`src/rtl/npu_spm_defines.sv`:
```
// Shared scratchpad-memory definitions.
// Provides lane/bank counts, the piggyback tag width and the address,
// data and mask types that the scratchpad pipeline stages use.
package npu_spm_defines;

  localparam int unsigned SM_PROCESSING_ELEMENTS = 16;
  localparam int unsigned SM_MEMORY_BANKS        = 16;
  localparam int unsigned SM_BANK_ENTRIES        = 1024;
  localparam int unsigned SM_WORD_BYTES          = 4;
  localparam int unsigned SM_PIGGYBACK_DATA_LEN  = 8;

  typedef logic [31:0]                          sm_address_t;
  typedef logic [31:0]                          sm_data_t;
  typedef logic [SM_WORD_BYTES-1:0]             sm_byte_mask_t;
  typedef logic [$clog2(SM_MEMORY_BANKS)-1:0]   sm_bank_address_t;
  typedef logic [$clog2(SM_BANK_ENTRIES)-1:0]   sm_entry_address_t;

endpackage

```
`src/rtl/spm_bank_winner_select.sv`:
```
// Per-beat bank conflict resolution.
// For each bank, the lowest-indexed pending lane that targets it wins. For
// loads, other pending lanes hitting exactly the same bank entry as that
// winner ride along on the same read (broadcast); stores only satisfy winners.
// Ports:
//   i_pending          lanes still waiting for service
//   i_bank_indexes     per-lane bank index
//   i_bank_offsets     per-lane entry offset within the bank
//   i_is_store         1 = store request (no broadcast)
//   o_satisfied_mask_c lanes serviced by this beat (combinational)
module spm_bank_winner_select
  import npu_spm_defines::*;
(
  input  logic [SM_PROCESSING_ELEMENTS-1:0]              i_pending,
  input  sm_bank_address_t  [SM_PROCESSING_ELEMENTS-1:0] i_bank_indexes,
  input  sm_entry_address_t [SM_PROCESSING_ELEMENTS-1:0] i_bank_offsets,
  input  logic                                           i_is_store,
  output logic [SM_PROCESSING_ELEMENTS-1:0]              o_satisfied_mask_c
);

  // w_shadowed[l]: a lower pending lane targets the same bank, i.e. lane l
  // is not its bank's winner; w_lead_offset[l] is that winner's offset.
  logic [SM_PROCESSING_ELEMENTS-1:0]              w_shadowed;
  sm_entry_address_t [SM_PROCESSING_ELEMENTS-1:0] w_lead_offset;

  always_comb begin
    w_shadowed         = '0;
    w_lead_offset      = '0;
    o_satisfied_mask_c = '0;
    for (int l = 0; l < SM_PROCESSING_ELEMENTS; l++) begin
      for (int j = 0; j < l; j++) begin
        if (!w_shadowed[l] && i_pending[j] &&
            (i_bank_indexes[j] == i_bank_indexes[l])) begin
          w_shadowed[l]    = 1'b1;
          w_lead_offset[l] = i_bank_offsets[j];
        end
      end
      o_satisfied_mask_c[l] = i_pending[l] &&
        (!w_shadowed[l] ||
         (!i_is_store && (w_lead_offset[l] == i_bank_offsets[l])));
    end
  end

endmodule

```
`src/rtl/spm_conflict_scheduler.sv`:
```
// Scratchpad bank-conflict scheduler (stage 1).
// Accepts one multi-lane request in IDLE, then issues as many beats as
// needed so that no bank sees two different entries in the same beat.
// Ports:
//   clock, resetn          clock, synchronous active-low reset
//   req_*                  incoming request (valid/ready handshake)
//   sched_valid            a beat is presented to stage 2
//   sched_satisfied_mask   lanes serviced by this beat
//   sched_is_last_request  final beat of the current request
//   sched_*                remaining fields, constant for the whole request
module spm_conflict_scheduler
  import npu_spm_defines::*;
(
  input  logic                                           clock,
  input  logic                                           resetn,
  input  logic                                           req_valid,
  output logic                                           req_ready,
  input  logic                                           req_is_store,
  input  sm_address_t       [SM_PROCESSING_ELEMENTS-1:0] req_address,
  input  sm_data_t          [SM_PROCESSING_ELEMENTS-1:0] req_write_data,
  input  sm_byte_mask_t     [SM_PROCESSING_ELEMENTS-1:0] req_byte_mask,
  input  logic              [SM_PROCESSING_ELEMENTS-1:0] req_mask,
  input  logic              [SM_PIGGYBACK_DATA_LEN-1:0]  req_piggyback_data,
  output logic                                           sched_valid,
  output logic                                           sched_is_store,
  output logic                                           sched_is_last_request,
  output sm_bank_address_t  [SM_PROCESSING_ELEMENTS-1:0] sched_bank_indexes,
  output sm_entry_address_t [SM_PROCESSING_ELEMENTS-1:0] sched_bank_offsets,
  output logic              [SM_PROCESSING_ELEMENTS-1:0] sched_satisfied_mask,
  output sm_data_t          [SM_PROCESSING_ELEMENTS-1:0] sched_write_data,
  output sm_byte_mask_t     [SM_PROCESSING_ELEMENTS-1:0] sched_byte_mask,
  output logic              [SM_PROCESSING_ELEMENTS-1:0] sched_mask,
  output logic              [SM_PIGGYBACK_DATA_LEN-1:0]  sched_piggyback_data
);

  localparam int unsigned PE         = SM_PROCESSING_ELEMENTS;
  localparam int unsigned BYTE_OFF_W = $clog2(SM_WORD_BYTES);
  localparam int unsigned BANK_W     = $bits(sm_bank_address_t);
  localparam int unsigned ENTRY_W    = $bits(sm_entry_address_t);

  typedef enum logic {
    ST_IDLE  = 1'b0,
    ST_ISSUE = 1'b1
  } state_t;

  state_t                                r_state;
  state_t                                w_next_state;
  logic                                  w_accept;
  logic [PE-1:0]                         r_pending;
  logic [PE-1:0]                         w_next_pending;
  logic [PE-1:0]                         w_satisfied;

  logic                                  r_is_store;
  sm_address_t   [PE-1:0]                r_address;
  sm_data_t      [PE-1:0]                r_write_data;
  sm_byte_mask_t [PE-1:0]                r_byte_mask;
  logic          [PE-1:0]                r_mask;
  logic          [SM_PIGGYBACK_DATA_LEN-1:0] r_piggyback_data;

  sm_bank_address_t  [PE-1:0]            w_bank_indexes;
  sm_entry_address_t [PE-1:0]            w_bank_offsets;

  // Bank = word-address low bits, entry = the bits directly above them.
  always_comb begin
    w_bank_indexes = '0;
    w_bank_offsets = '0;
    for (int l = 0; l < PE; l++) begin
      w_bank_indexes[l] = r_address[l][BYTE_OFF_W +: BANK_W];
      w_bank_offsets[l] = r_address[l][BYTE_OFF_W + BANK_W +: ENTRY_W];
    end
  end

  spm_bank_winner_select u_winner_select (
    .i_pending          (r_pending),
    .i_bank_indexes     (w_bank_indexes),
    .i_bank_offsets     (w_bank_offsets),
    .i_is_store         (r_is_store),
    .o_satisfied_mask_c (w_satisfied)
  );

  // State register.
  always_ff @(posedge clock) begin
    if (!resetn) r_state <= ST_IDLE;
    else         r_state <= w_next_state;
  end

  // Pending lanes and latched request fields.
  always_ff @(posedge clock) begin
    if (!resetn) begin
      r_pending        <= '0;
      r_is_store       <= 1'b0;
      r_address        <= '0;
      r_write_data     <= '0;
      r_byte_mask      <= '0;
      r_mask           <= '0;
      r_piggyback_data <= '0;
    end else begin
      r_pending <= w_next_pending;
      if (w_accept) begin
        r_is_store       <= req_is_store;
        r_address        <= req_address;
        r_write_data     <= req_write_data;
        r_byte_mask      <= req_byte_mask;
        r_mask           <= req_mask;
        r_piggyback_data <= req_piggyback_data;
      end
    end
  end

  // Next state and outputs; every sched_* output is zero outside ISSUE.
  always_comb begin
    w_next_state          = r_state;
    w_next_pending        = r_pending;
    w_accept              = 1'b0;
    req_ready             = 1'b0;
    sched_valid           = 1'b0;
    sched_is_store        = 1'b0;
    sched_is_last_request = 1'b0;
    sched_bank_indexes    = '0;
    sched_bank_offsets    = '0;
    sched_satisfied_mask  = '0;
    sched_write_data      = '0;
    sched_byte_mask       = '0;
    sched_mask            = '0;
    sched_piggyback_data  = '0;
    case (r_state)
      ST_IDLE: begin
        req_ready = 1'b1;
        if (req_valid) begin
          w_accept       = 1'b1;
          w_next_pending = req_mask;
          w_next_state   = ST_ISSUE;
        end
      end
      ST_ISSUE: begin
        sched_valid          = 1'b1;
        sched_is_store       = r_is_store;
        sched_bank_indexes   = w_bank_indexes;
        sched_bank_offsets   = w_bank_offsets;
        sched_satisfied_mask = w_satisfied;
        sched_write_data     = r_write_data;
        sched_byte_mask      = r_byte_mask;
        sched_mask           = r_mask;
        sched_piggyback_data = r_piggyback_data;
        w_next_pending       = r_pending & ~w_satisfied;
        // An empty request still yields one (empty, last) beat.
        if (w_next_pending == '0) begin
          sched_is_last_request = 1'b1;
          w_next_state          = ST_IDLE;
        end
      end
      default: w_next_state = ST_IDLE;
    endcase
  end

endmodule

```
`config.mk`:
```
export PLATFORM = sky130hd
export DESIGN_NAME = spm_conflict_scheduler
export DESIGN_NICKNAME = d
export VERILOG_FILES = /design/src/rtl/npu_spm_defines.sv /design/src/rtl/spm_bank_winner_select.sv /design/src/rtl/spm_conflict_scheduler.sv
export SDC_FILE = /design/constraint.sdc
export NUM_CORES = 2
export LEC_CHECK = 0
export ABC_AREA = 1
export ABC_CLOCK_PERIOD_IN_PS = 4070
export CORE_AREA = 4 4 767 769
export CTS_CLUSTER_DIAMETER = 80
export CTS_CLUSTER_SIZE = 20
export DETAILED_ROUTE_END_ITERATION = 10
export DIE_AREA = 0 0 771 773
export PLACE_DENSITY = 0.3
export REMOVE_ABC_BUFFERS = 1
export SYNTH_ARGS = -nofsm -noshare
export SYNTH_HDL_FRONTEND = slang
export SYNTH_HIERARCHICAL = 1
export SYNTH_SLANG_ARGS = --single-unit
```
`constraint.sdc`:
```
create_clock -name clock -period 4.07 [get_ports clock]
set_input_delay 0.6105 -clock clock [delete_from_list [all_inputs] [get_ports clock]]
set_output_delay 0.6105 -clock clock [all_outputs]
set_load 0.03 [all_outputs]
```
==> metrics.txt <==
status=complete, but fails checks; failing checks=negative setup slack; Final nets=13.4k; Worst setup EP type=output port; clock share of power=32.9%; Synth async-reset ratio=0%; die area=596,000 µm²; crit path launch type=register; core area=581,000 µm²; Post-DP HPWL=521,000 µm; pwr dens=332 nW/µm²; total CTS buffers=115; die height=773 µm; max_cap viols=0; Post-synth EDFFs=0; hold depth=3; GR Overflow Total=0; final setup vio count=19; Yosys warning total=6; post-route ant nets=0; Avg Synthesized Cell Area=5.92 µm²; Largest stage delay, worst path=340 ps; Seq/Total Area, Yosys=30.5%; Switching Fraction=41.2%; Tcrit/Tclk final=145%; Mapped Area=55,300 µm²; maximum number of pins on one net before global-route repair=143; Fin. Hold Viols=0; Synth Register Bits=842; vias in the first global route=76.2k; Vias=76.9k; clk buf depth=4; Layout Skew=105 ps; startpoint of the worst hold path=req_write_data[231]; R2R cell count=37; peak supply drop=381 µV; GPL Wtd Cong=0.930; worst-margin pin slew=1040 ps; total track usage=19.7%; slack of the critical path=-1840 ps; Flop pwr share=28.3%; Netlist cell types=66; DRC Markers=0; Main synth FF type=dfxtp_1; crit path from=r_address[419]; Mapped Cells=9,351; H-tree depth=3; Slew headroom=29.1%; PortBufs=1,671; slowest CP cell=dfxtp_2; Logic pwr share=38.8%; worst-path maximum fanout=3; fin. max-slew vios=0; iteration count of the initial detailed-routing pass=6; crit path time final=5910 ps; ratio of cells with drive above 1 in the final layout=24.3%; flop-to-flop setup slack=-370 ps; Die W=771 µm; first-pass GRT wire length=781,000 µm; Area Overhead vs Synth=87.0%; Starting Density=9.52%; clock sinks=842; initial antenna violation count=245; Core Util, Final=17.8%; hold path endpoint=r_write_data[231]; Via-to-Cell Ratio=3.81; path type of the worst setup path=reg -> out; worst endpoint data arrival time=5300 ps; CTS tree=built; routed length per instance=30.3 µm; fmax=169 MHz; Int Pwr=20,200 µW; switching power=14,200 µW; number of DRC markers in iteration 0=5,916; fin cells=20.2k; number of core rows=280; worst slack, placed=-1950 ps; Most common cell on crit path=nand2_1; Placed Instances=19.8k; FF-to-FF Start=r_address[419]; Worst Hold Class=in -> reg; clock insertion delay at the later pin of the skew report=920 ps; Worst-path clk slew=80 ps; unrepaired setup endpoints after global routing=true; clk root buf=clkbuf_16; io pins=1,960; reg2reg end=r_state; P_leak=0.0467 µW; critical path data required time=3460 ps; Hold Buf Count CTS=0; final WL=612,000 µm
## power by group through the flow
stage	Combinational (µW)	Clock, µW	Sequential [µW]
after floorplan	4500	0	9900
after global placement	12400	0	9920
after detailed placement	12400	0	9920
after CTS	13200	11900	9750
after global routing	14100	12100	9810
final	13300	11300	9730
## timing repair
item	4_1_cts	5_1_grt
setup buffers	130	45
setup endpoints to repair	81	28
hold endpoints to repair	0	0
pin swaps	273	243
resized for setup	1018	355
cloned	9	2
## registers in the layout, indices dropped and copies added (netlist names)
register and cells:
r_pending 16, r_piggyback_data 8, r_address 224, r_byte_mask 64
r_mask 16, r_is_store 1, r_state 1, r_write_data 512
## synthesized netlist by cell type (11+ instances only)
master     number  share of area, %
nor3_1         49              0.44
o2111ai_1      43              0.68
nand3b_1       17              0.23
a221oi_1       32              0.51
o211ai_1       38              0.52
clkbuf_1      194               1.3
o22ai_1       195               2.2
inv_2          42              0.28
nor4_1         32              0.36
buf_1          30              0.20
clkinv_1       20              0.14
nor2_1       2208                15
a21oi_1       190               1.7
xor2_1         38              0.60
buf_4          55              0.75
nand3_1       473               4.3
dfxtp_1       842                30
nor2_2         21              0.24
a211oi_1       23              0.31
buf_2         303               2.7
o21ai_0       209               1.9
nand3_2        12              0.22
buf_6          49               1.0
o221ai_1       26              0.41
nand2_2        11              0.12
inv_1        1217               8.3
a22oi_1        28              0.38
nand4_1       157               1.8
o21ai_1       812               7.3
nand2_1      1812                12
xnor2_1        76               1.2
## layout by cell type (no fill, tap or decap), drive strengths merged, types with 2 or more instances in the layout
| master | instances |
|---|---|
| dlygate4sd2 | 2 |
| xor2 | 38 |
| nor2 | 2244 |
| xnor2 | 76 |
| o22ai | 197 |
| dfxtp | 842 |
| nand2 | 1824 |
| o221ai | 26 |
| clkinvlp | 19 |
| clkdlybuf4s50 | 1563 |
| a211oi | 26 |
| nand3 | 490 |
| nand4 | 164 |
| o2111ai | 43 |
| inv | 1284 |
| bufbuf | 2 |
| or2 | 5 |
| diode | 51 |
| a2111oi | 18 |
| nor3 | 60 |
| buf | 1871 |
| nand3b | 17 |
| nor3b | 3 |
| a21oi | 193 |
| bufinv | 8 |
| clkinv | 54 |
| nand2b | 2 |
| nor4 | 42 |
| o211ai | 39 |
| o21ai | 1021 |
| a22oi | 28 |
| clkbuf | 130 |
| a221oi | 33 |
## metal layers
layer / global-route usage [%] / wire length (µm) / vias to the layer above / share of wire [%]
met5: 0 / 1050 / - / 0.17
met4: 5.31 / 22300 / 166 / 3.6
met3: 5.98 / 49400 / 794 / 8.1
met2: 35.2 / 302000 / 2800 / 49
met1: 22.4 / 238000 / 37400 / 39
li1: - / - / 35700 / -
## critical path, delay by kind of cell, from the launching register on
kind / cells / cell delay [ps]
buffers and inverters: 11 / 1320
and+or+nand+nor: 24 / 2390
DFF: 1 / 340
AOI/OAI and AO/OA: 2 / 400
## metrics by stage
stage	instance area [µm²]	TNS (ps)	hold slack, ps	total power, µW
floorplan	52000	-	446	14400
finish	103000	-20310	267	34400
detailed placement	93100	-27300	456	22300
global placement	93100	-28690	454	22400
CTS	102000	-22890	139	34900
global route	103000	-25030	208	36000
## worst max path at each step
stage	endpoint	depth (start not counted)
4_1_cts	sched_is_last_request	39
6_report	sched_is_last_request	37
2_1_floorplan	r_pending[10]	7
3_3_place_gp	sched_is_last_request	34
5_1_grt	sched_is_last_request	37
3_5_place_dp	sched_is_last_request	30
## area by class of cell
cell class	count	area [µm²]
clock buffer	129	3040
clock inverter	79	1010
multi-input combinational	6594	34100
fill	67400	477000
sequential	842	17000
timing repair inverter	2	15.0
timing repair buffer	3439	33400
antenna	51	128
tap	7755	9700
inverter	1284	5070
## cell families (layout without fill, tap and decap cells)
logic type                Yosys count  after routing  synth area share (%)
other                               0             51                     0
buffers and inverters            1917           4933                  14.8
DFF                               842            842                  30.5
and+or+nand+nor                  4850           4852                  36.3
AOI/OAI and AO/OA                1628           1628                  16.7
xor gates and xnor gates          114            114                  1.80
No activity file was read; power rests on OpenSTA's default activity.
